[config.mk]
export PLATFORM = sky130hd
export DESIGN_NAME = rf68000_ring_ager
export DESIGN_NICKNAME = d
export VERILOG_FILES = /design/src/rtl/nic_pkg.sv /design/src/rtl/rf68000_ring_ager_fifo.sv /design/src/rtl/rf68000_ring_ager.sv
export SDC_FILE = /design/constraint.sdc
export NUM_CORES = 1
export LEC_CHECK = 0
export CORE_AREA = 4 4 188 190
export CTS_CLUSTER_SIZE = 25
export DETAILED_ROUTE_END_ITERATION = 12
export DIE_AREA = 0 0 192 194
export PLACE_DENSITY = 0.63
export SYNTH_ARGS = -nofsm -noshare
export SYNTH_HDL_FRONTEND = slang
export SYNTH_HIERARCHICAL = 1
export SYNTH_SLANG_ARGS = --single-unit
[constraint.sdc]
create_clock -name clk_i -period 10 [get_ports clk_i]
set_input_delay 1 -clock clk_i [delete_from_list [all_inputs] [get_ports clk_i]]
set_output_delay 1 -clock clk_i [all_outputs]
set_load 0.01 [all_outputs]
[src/rtl/nic_pkg.sv]
// Shared NIC ring packet formats, type codes and node-id constants.
package nic_pkg;

    typedef enum logic [3:0] {
        PT_NULL  = 4'd0,
        PT_READ  = 4'd1,
        PT_WRITE = 4'd2,
        PT_AREAD = 4'd3,
        PT_ACK   = 4'd4,
        PT_ERR   = 4'd5,
        PT_IRQ   = 4'd6
    } ptype_t;

    typedef struct packed {
        logic [5:0]  did;
        logic [5:0]  sid;
        logic [5:0]  age;
        logic        ack;
        ptype_t      typ;
        logic [7:0]  asid;
        logic        mmus;
        logic        ios;
        logic        iops;
        logic [3:0]  sel;
        logic [31:0] adr;
        logic [31:0] dat;
    } packet_t;

    typedef struct packed {
        logic [5:0] did;
        logic [5:0] sid;
        logic [5:0] age;
        logic [2:0] level;
        logic [7:0] vector;
    } ipacket_t;

    localparam logic [5:0] DID_EMPTY       = 6'd0;
    localparam logic [5:0] DID_GLOBAL      = 6'd62;
    localparam logic [5:0] DID_BCAST       = 6'd63;
    localparam logic [5:0] AGE_MAX_DEFAULT = 6'd60;

    // Packet types that leave a slave cycle waiting for a response.
    function automatic logic fnIsRequest(input ptype_t typ);
        return (typ == PT_READ) || (typ == PT_AREAD) || (typ == PT_WRITE);
    endfunction

endpackage

[src/rtl/rf68000_ring_ager_fifo.sv]
// Small packet FIFO holding error responses waiting for a free response-ring slot.
module rf68000_ring_ager_fifo
    import nic_pkg::*;
#(
    parameter int DEPTH = 4
) (
    input  logic    clk_i,
    input  logic    rst_i,
    input  logic    push_i,
    input  logic    pop_i,
    input  packet_t din_i,
    output logic    full_o,
    output logic    empty_o,
    output packet_t head_o
);

    localparam int AW = $clog2(DEPTH);

    packet_t     mem_q [DEPTH];
    logic [AW:0] wptr_q;
    logic [AW:0] rptr_q;
    logic        wr_en;
    logic        rd_en;

    assign empty_o = (wptr_q == rptr_q);
    assign full_o  = (wptr_q[AW] != rptr_q[AW]) && (wptr_q[AW-1:0] == rptr_q[AW-1:0]);
    assign head_o  = mem_q[rptr_q[AW-1:0]];

    // When full, a simultaneous pop frees the head slot the write lands in.
    assign rd_en = pop_i && !empty_o;
    assign wr_en = push_i && (!full_o || rd_en);

    always_ff @(posedge clk_i or posedge rst_i) begin
        if (rst_i) begin
            wptr_q <= '0;
            rptr_q <= '0;
            for (int i = 0; i < DEPTH; i++) mem_q[i] <= '0;
        end else begin
            if (wr_en) begin
                mem_q[wptr_q[AW-1:0]] <= din_i;
                wptr_q                <= wptr_q + 1'b1;
            end
            if (rd_en) rptr_q <= rptr_q + 1'b1;
        end
    end

endmodule

[src/rtl/rf68000_ring_ager.sv]
// Ring ager: ages request/response/IPI slots, frees expired ones and (with
// RING_AGER_ERRRSP_EN) answers expired directed requests with PT_ERR responses.
module rf68000_ring_ager
    import nic_pkg::*;
#(
    parameter logic [5:0] ID         = 6'd61,
    parameter logic [5:0] MAX_AGE    = AGE_MAX_DEFAULT,
    parameter int         FIFO_DEPTH = 4
) (
    input  logic        clk_i,
    input  logic        rst_i,
    input  packet_t     packet_i,
    output packet_t     packet_o,
    input  packet_t     rpacket_i,
    output packet_t     rpacket_o,
    input  ipacket_t    ipacket_i,
    output ipacket_t    ipacket_o,
    output logic [15:0] drop_cnt_o,
    output logic        ovf_o
);

    logic        req_live, req_exp, req_cnt, req_err;
    logic        rsp_live, rsp_exp, rsp_cnt;
    logic        ipi_live, ipi_exp;
    packet_t     pkt_d, pkt_q;
    packet_t     rpkt_d, rpkt_q;
    packet_t     err_pkt;
    ipacket_t    ipkt_d, ipkt_q;
    logic [16:0] cnt_sum;
    logic [15:0] cnt_d, cnt_q;

`ifdef RING_AGER_ERRRSP_EN
    logic    slot_free;
    logic    fifo_push, fifo_pop, fifo_full, fifo_empty;
    packet_t fifo_head;
    logic    ovf_d, ovf_q;
`endif

    always_comb begin
        req_live = (packet_i.did != DID_EMPTY);
        req_exp  = req_live && (packet_i.age >= MAX_AGE);
        req_cnt  = req_exp && (packet_i.did != DID_BCAST);
        req_err  = req_cnt && fnIsRequest(packet_i.typ);

        rsp_live = (rpacket_i.did != DID_EMPTY);
        rsp_exp  = rsp_live && (rpacket_i.age >= MAX_AGE);
        rsp_cnt  = rsp_exp && (rpacket_i.did != DID_BCAST);

        ipi_live = (ipacket_i.did != DID_EMPTY);
        ipi_exp  = ipi_live && (ipacket_i.age >= MAX_AGE);

        pkt_d = packet_i;
        if (req_exp)       pkt_d.did = DID_EMPTY;
        else if (req_live) pkt_d.age = packet_i.age + 6'd1;

        rpkt_d = rpacket_i;
        if (rsp_exp)       rpkt_d.did = DID_EMPTY;
        else if (rsp_live) rpkt_d.age = rpacket_i.age + 6'd1;
`ifdef RING_AGER_ERRRSP_EN
        // Injected responses are already built with age 0; do not age them.
        if (fifo_pop) rpkt_d = fifo_head;
`endif

        ipkt_d = ipacket_i;
        if (ipi_exp)       ipkt_d.did = DID_EMPTY;
        else if (ipi_live) ipkt_d.age = ipacket_i.age + 6'd1;

        // Reply goes back to the requester, so did comes from the dropped sid.
        err_pkt      = '0;
        err_pkt.typ  = PT_ERR;
        err_pkt.sid  = ID;
        err_pkt.did  = packet_i.sid;
        err_pkt.age  = 6'd0;
        err_pkt.ack  = 1'b1;
        err_pkt.adr  = packet_i.adr;
        err_pkt.asid = packet_i.asid;
        err_pkt.mmus = packet_i.mmus;
        err_pkt.ios  = packet_i.ios;
        err_pkt.iops = packet_i.iops;

        cnt_sum = {1'b0, cnt_q} + {16'd0, req_cnt} + {16'd0, rsp_cnt};
        cnt_d   = cnt_sum[16] ? 16'hFFFF : cnt_sum[15:0];
    end

    always_ff @(posedge clk_i or posedge rst_i) begin
        if (rst_i) begin
            pkt_q  <= '0;
            rpkt_q <= '0;
            ipkt_q <= '0;
            cnt_q  <= '0;
        end else begin
            pkt_q  <= pkt_d;
            rpkt_q <= rpkt_d;
            ipkt_q <= ipkt_d;
            cnt_q  <= cnt_d;
        end
    end

    assign packet_o   = pkt_q;
    assign rpacket_o  = rpkt_q;
    assign ipacket_o  = ipkt_q;
    assign drop_cnt_o = cnt_q;

`ifdef RING_AGER_ERRRSP_EN
    // A slot being freed this cycle is as good as an empty one.
    assign slot_free = (rpacket_i.did == DID_EMPTY) || rsp_exp;
    assign fifo_push = req_err;
    assign fifo_pop  = slot_free && !fifo_empty;

    rf68000_ring_ager_fifo #(
        .DEPTH(FIFO_DEPTH)
    ) u_fifo (
        .clk_i  (clk_i),
        .rst_i  (rst_i),
        .push_i (fifo_push),
        .pop_i  (fifo_pop),
        .din_i  (err_pkt),
        .full_o (fifo_full),
        .empty_o(fifo_empty),
        .head_o (fifo_head)
    );

    assign ovf_d = ovf_q | (fifo_push & fifo_full & ~fifo_pop);

    always_ff @(posedge clk_i or posedge rst_i) begin
        if (rst_i) ovf_q <= 1'b0;
        else       ovf_q <= ovf_d;
    end

    assign ovf_o = ovf_q;
`else
    logic unused_errrsp;
    assign unused_errrsp = ^{err_pkt, req_err, FIFO_DEPTH[0]};
    assign ovf_o         = 1'b0;
`endif

endmodule

==> metrics.txt <==
Clk pwr share=42.1%; register area share after synthesis=86.0%; Adder-Cell Fraction of Synth Area=0.968%; Post-Route WL=27000 um; min-delay worst type=reg -> reg; number of H-tree levels=1; critical path's top delay family=simple AND/OR/NAND/NOR gates; vias in the first global route=5759; Synth Warn #=6; pin count of the biggest net entering global routing=124; Slew Limit Fails=0; CTS tree=built; EDFF count, synth=0; Max Cap Viol=0; outcome=complete, no violations; Post-CTS Setup Inserts=0; Setup TNS=0 ns; fraction of final layout cells sized beyond drive strength 1=6.42%; Die W=192 um; drt wl/cell=19.5 um; total CTS buffers=29; # rows=67; Worst Path Max Fanout=13; area of placed instances=12600 um^2; final hold violation count=0; main combinational cell family by area after synthesis=simple AND/OR/NAND/NOR gates; worst rel slew slack=41.5%; Sequential Power Share=44.8%; Cells after Synth=402; measured slew at the worst slew-check pin=0.878 ns; logic gate share of total power=13.0%; top-area cell type share of the netlist area=86.0%; cell mode on critical path=nand4_2; DIE HEIGHT=194 um; CP Cell Sequence=clkdlybuf4s50_1, nand4_2, a31oi_1, o21ai_0, fa_1, inv_1, ha_1, nand4_2, nor2_4, nand4_1, nand2b_1; CP Class=in -> reg; antenna violations before repair=5; GPL Wtd Cong=0.818; switching fraction of total power=22.7%; CTS max path bufs=3; DRC=0; cts hold-fix bufs=0; clock root buffer=clkbuf_16; worst path bufs/invs=2; ys async rst share=100%; CP startpoint kind=input pin; Max Clock Freq=0.278 GHz; cells resized by post-CTS repair=0; global-route wire length before repair=38700 um; Peak VDD IR=0.144 mV; RSZ-0062 raised after global routing=false; Synth area leader=dfrtp_1; top post-synthesis cells by area=dfrtp_1, and2_1, nand2_1, xor2_1, xnor2_1; fill count=3064; Post-Synth Simple-Gate Area=7.33%; die area=37200 um^2; Worst path max stage delay=0.60 ns; top-count cell post-synth=dfrtp_1; Place WS=5.79 ns; Switch Pwr=0.000557 W; IO buf count=483; Core Region=33400 um^2; Power, Total=0.00245 W; final cycle utilization of the critical path=35.9%; antenna cell count=0; Initial Utilization=21.7%; All-Layer GR Usage=13.9%; post-synthesis xor/xnor area fraction=1.94%; ANT nets after route=0; Synth Area in Compound Gates=1.92%; Slowest cell on crit path=clkdlybuf4s50_1; Synth Flop Type=dfrtp_1; Iter 0 DRT Violations=175; Critical Path RT=10.46 ns; Yosys cell types=38; Syn Nets=642; Vias=5261; total grt overflow=0; endpoints failing setup=0; Final #Nets=1156; clock slew at reported path FFs=0.06 ns; fin crit period=3.59 ns; post-route cell area=13600 um^2; Via-to-Cell Ratio=3.81; final worst slack=6.41 ns; crit path DAT=4.05 ns; Synth-to-Final Area Change=87.6%; FF+latch count, synth=249; CP endpoint kind=flop; Pleak=5.74 nW; worst-skew pair later-pin latency=0.54 ns; multiplexer share of the synthesized area=1.28%; Syn Std Cell Area=7240 um^2; internal power=0.00189 W; Clock Sink Count=249; IO Count=485; drt pass-1 iters=4; Synth Area per Inst=18.0 um^2; synth cell count leaders=dfrtp_1, nand2_1, and2_1; clock skew=0.00661 ns; DP Wirelength=21100 um; PwrDens=180 nW/um^2
-- flip-flops by register name, indices dropped and copies added, names as in the netlist --
register    count
drop_cnt_o     16
rpacket_o     102
ipacket_o      29
packet_o      102
-- layer usage --
metal | wire, um | up-vias | track usage (%)
met4 | 1030 | 10 | 5.23
met3 | 2920 | 68 | 6.16
met1 | 9430 | 2569 | 15.0
li1 | - | 2353 | -
met2 | 13500 | 261 | 23.9
met5 | 56 | - | 0
-- cells in the final DEF, fill, tap and decap left out, types with 5 or more instances in the layout --
cell             count
nor2_1              11
dfrtp_1            249
nand2_1             22
nand2b_1             6
clkdlybuf4s50_1    483
a31oi_1              8
clkbuf_1             5
xor2_1               9
nand4_1              9
and2_1              20
a21oi_1              5
clkbuf_16           29
inv_1                5
xnor2_1              7
nand3_1              9
clkbuf_8             6
-- layout make-up --
| class | instances | area, um^2 | share of cell area, % |
|---|---|---|---|
| inverter | 6 | 30.0 | 0.221 |
| multi-input combinational | 145 | 976 | 7.18 |
| clock buffer | 40 | 827 | 6.09 |
| sequential | 249 | 6230 | 45.9 |
| tap | 448 | 561 | 4.13 |
| timing repair buffer | 485 | 4850 | 35.7 |
| clock inverter | 9 | 109 | 0.801 |
-- power by group through the flow --
stage / combinational, W / clock [W] / sequential, W
finish: 0.000319 / 0.00103 / 0.00110
global route: 0.000342 / 0.00111 / 0.00111
CTS: 0.000328 / 0.00108 / 0.00110
detailed placement: 0.000326 / 0 / 0.00112
global placement: 0.000323 / 0 / 0.00112
floorplan: 0.0000430 / 0 / 0.00114
-- final timing paths --
| kind | from | end | slack [ns] | cells past startpoint |
|---|---|---|---|---|
| worst max-delay path | packet_i[87] | drop_cnt_o[1] | 6.41 | 11 |
| worst min-delay path | drop_cnt_o[11] | drop_cnt_o[11] | 0.57 | 2 |
| worst max register to register | drop_cnt_o[0] | drop_cnt_o[1] | 7.70 | 8 |
| worst min register to register | drop_cnt_o[11] | drop_cnt_o[11] | 0.57 | 2 |
| max in group asynchronous | rst_i | rpacket_o[12] | 7.53 | 3 |
| min in group asynchronous | rst_i | packet_o[23] | 1.00 | 2 |
-- per-stage QoR --
step | utilization, % | hold WS [ns] | instances
3_5_place_dp | 37.8 | 0.536 | 1333
2_1_floorplan | - | 0.556 | 402
3_3_place_gp | 37.8 | 0.543 | 1333
6_report | 40.6 | 0.570 | 1382
4_1_cts | 40.6 | 0.567 | 1382
5_1_grt | 40.6 | 0.625 | 1382
-- tightest hold or removal path, stage by stage, from the launching register on --
cell and delay, ns:
dfrtp_1 0.40, xor2_1 0.08, nand2_1 0.06
-- cell families after synthesis --
group / count (synthesis)
flip-flops: 249
XOR/XNOR: 16
buffers and inverters: 8
other: 1
AND/OR/NAND/NOR: 93
adder cells (fa/ha/maj): 5
AO/OA/AOI/OAI: 22
multiplexers: 8
Power figures use the tool's default switching activity.
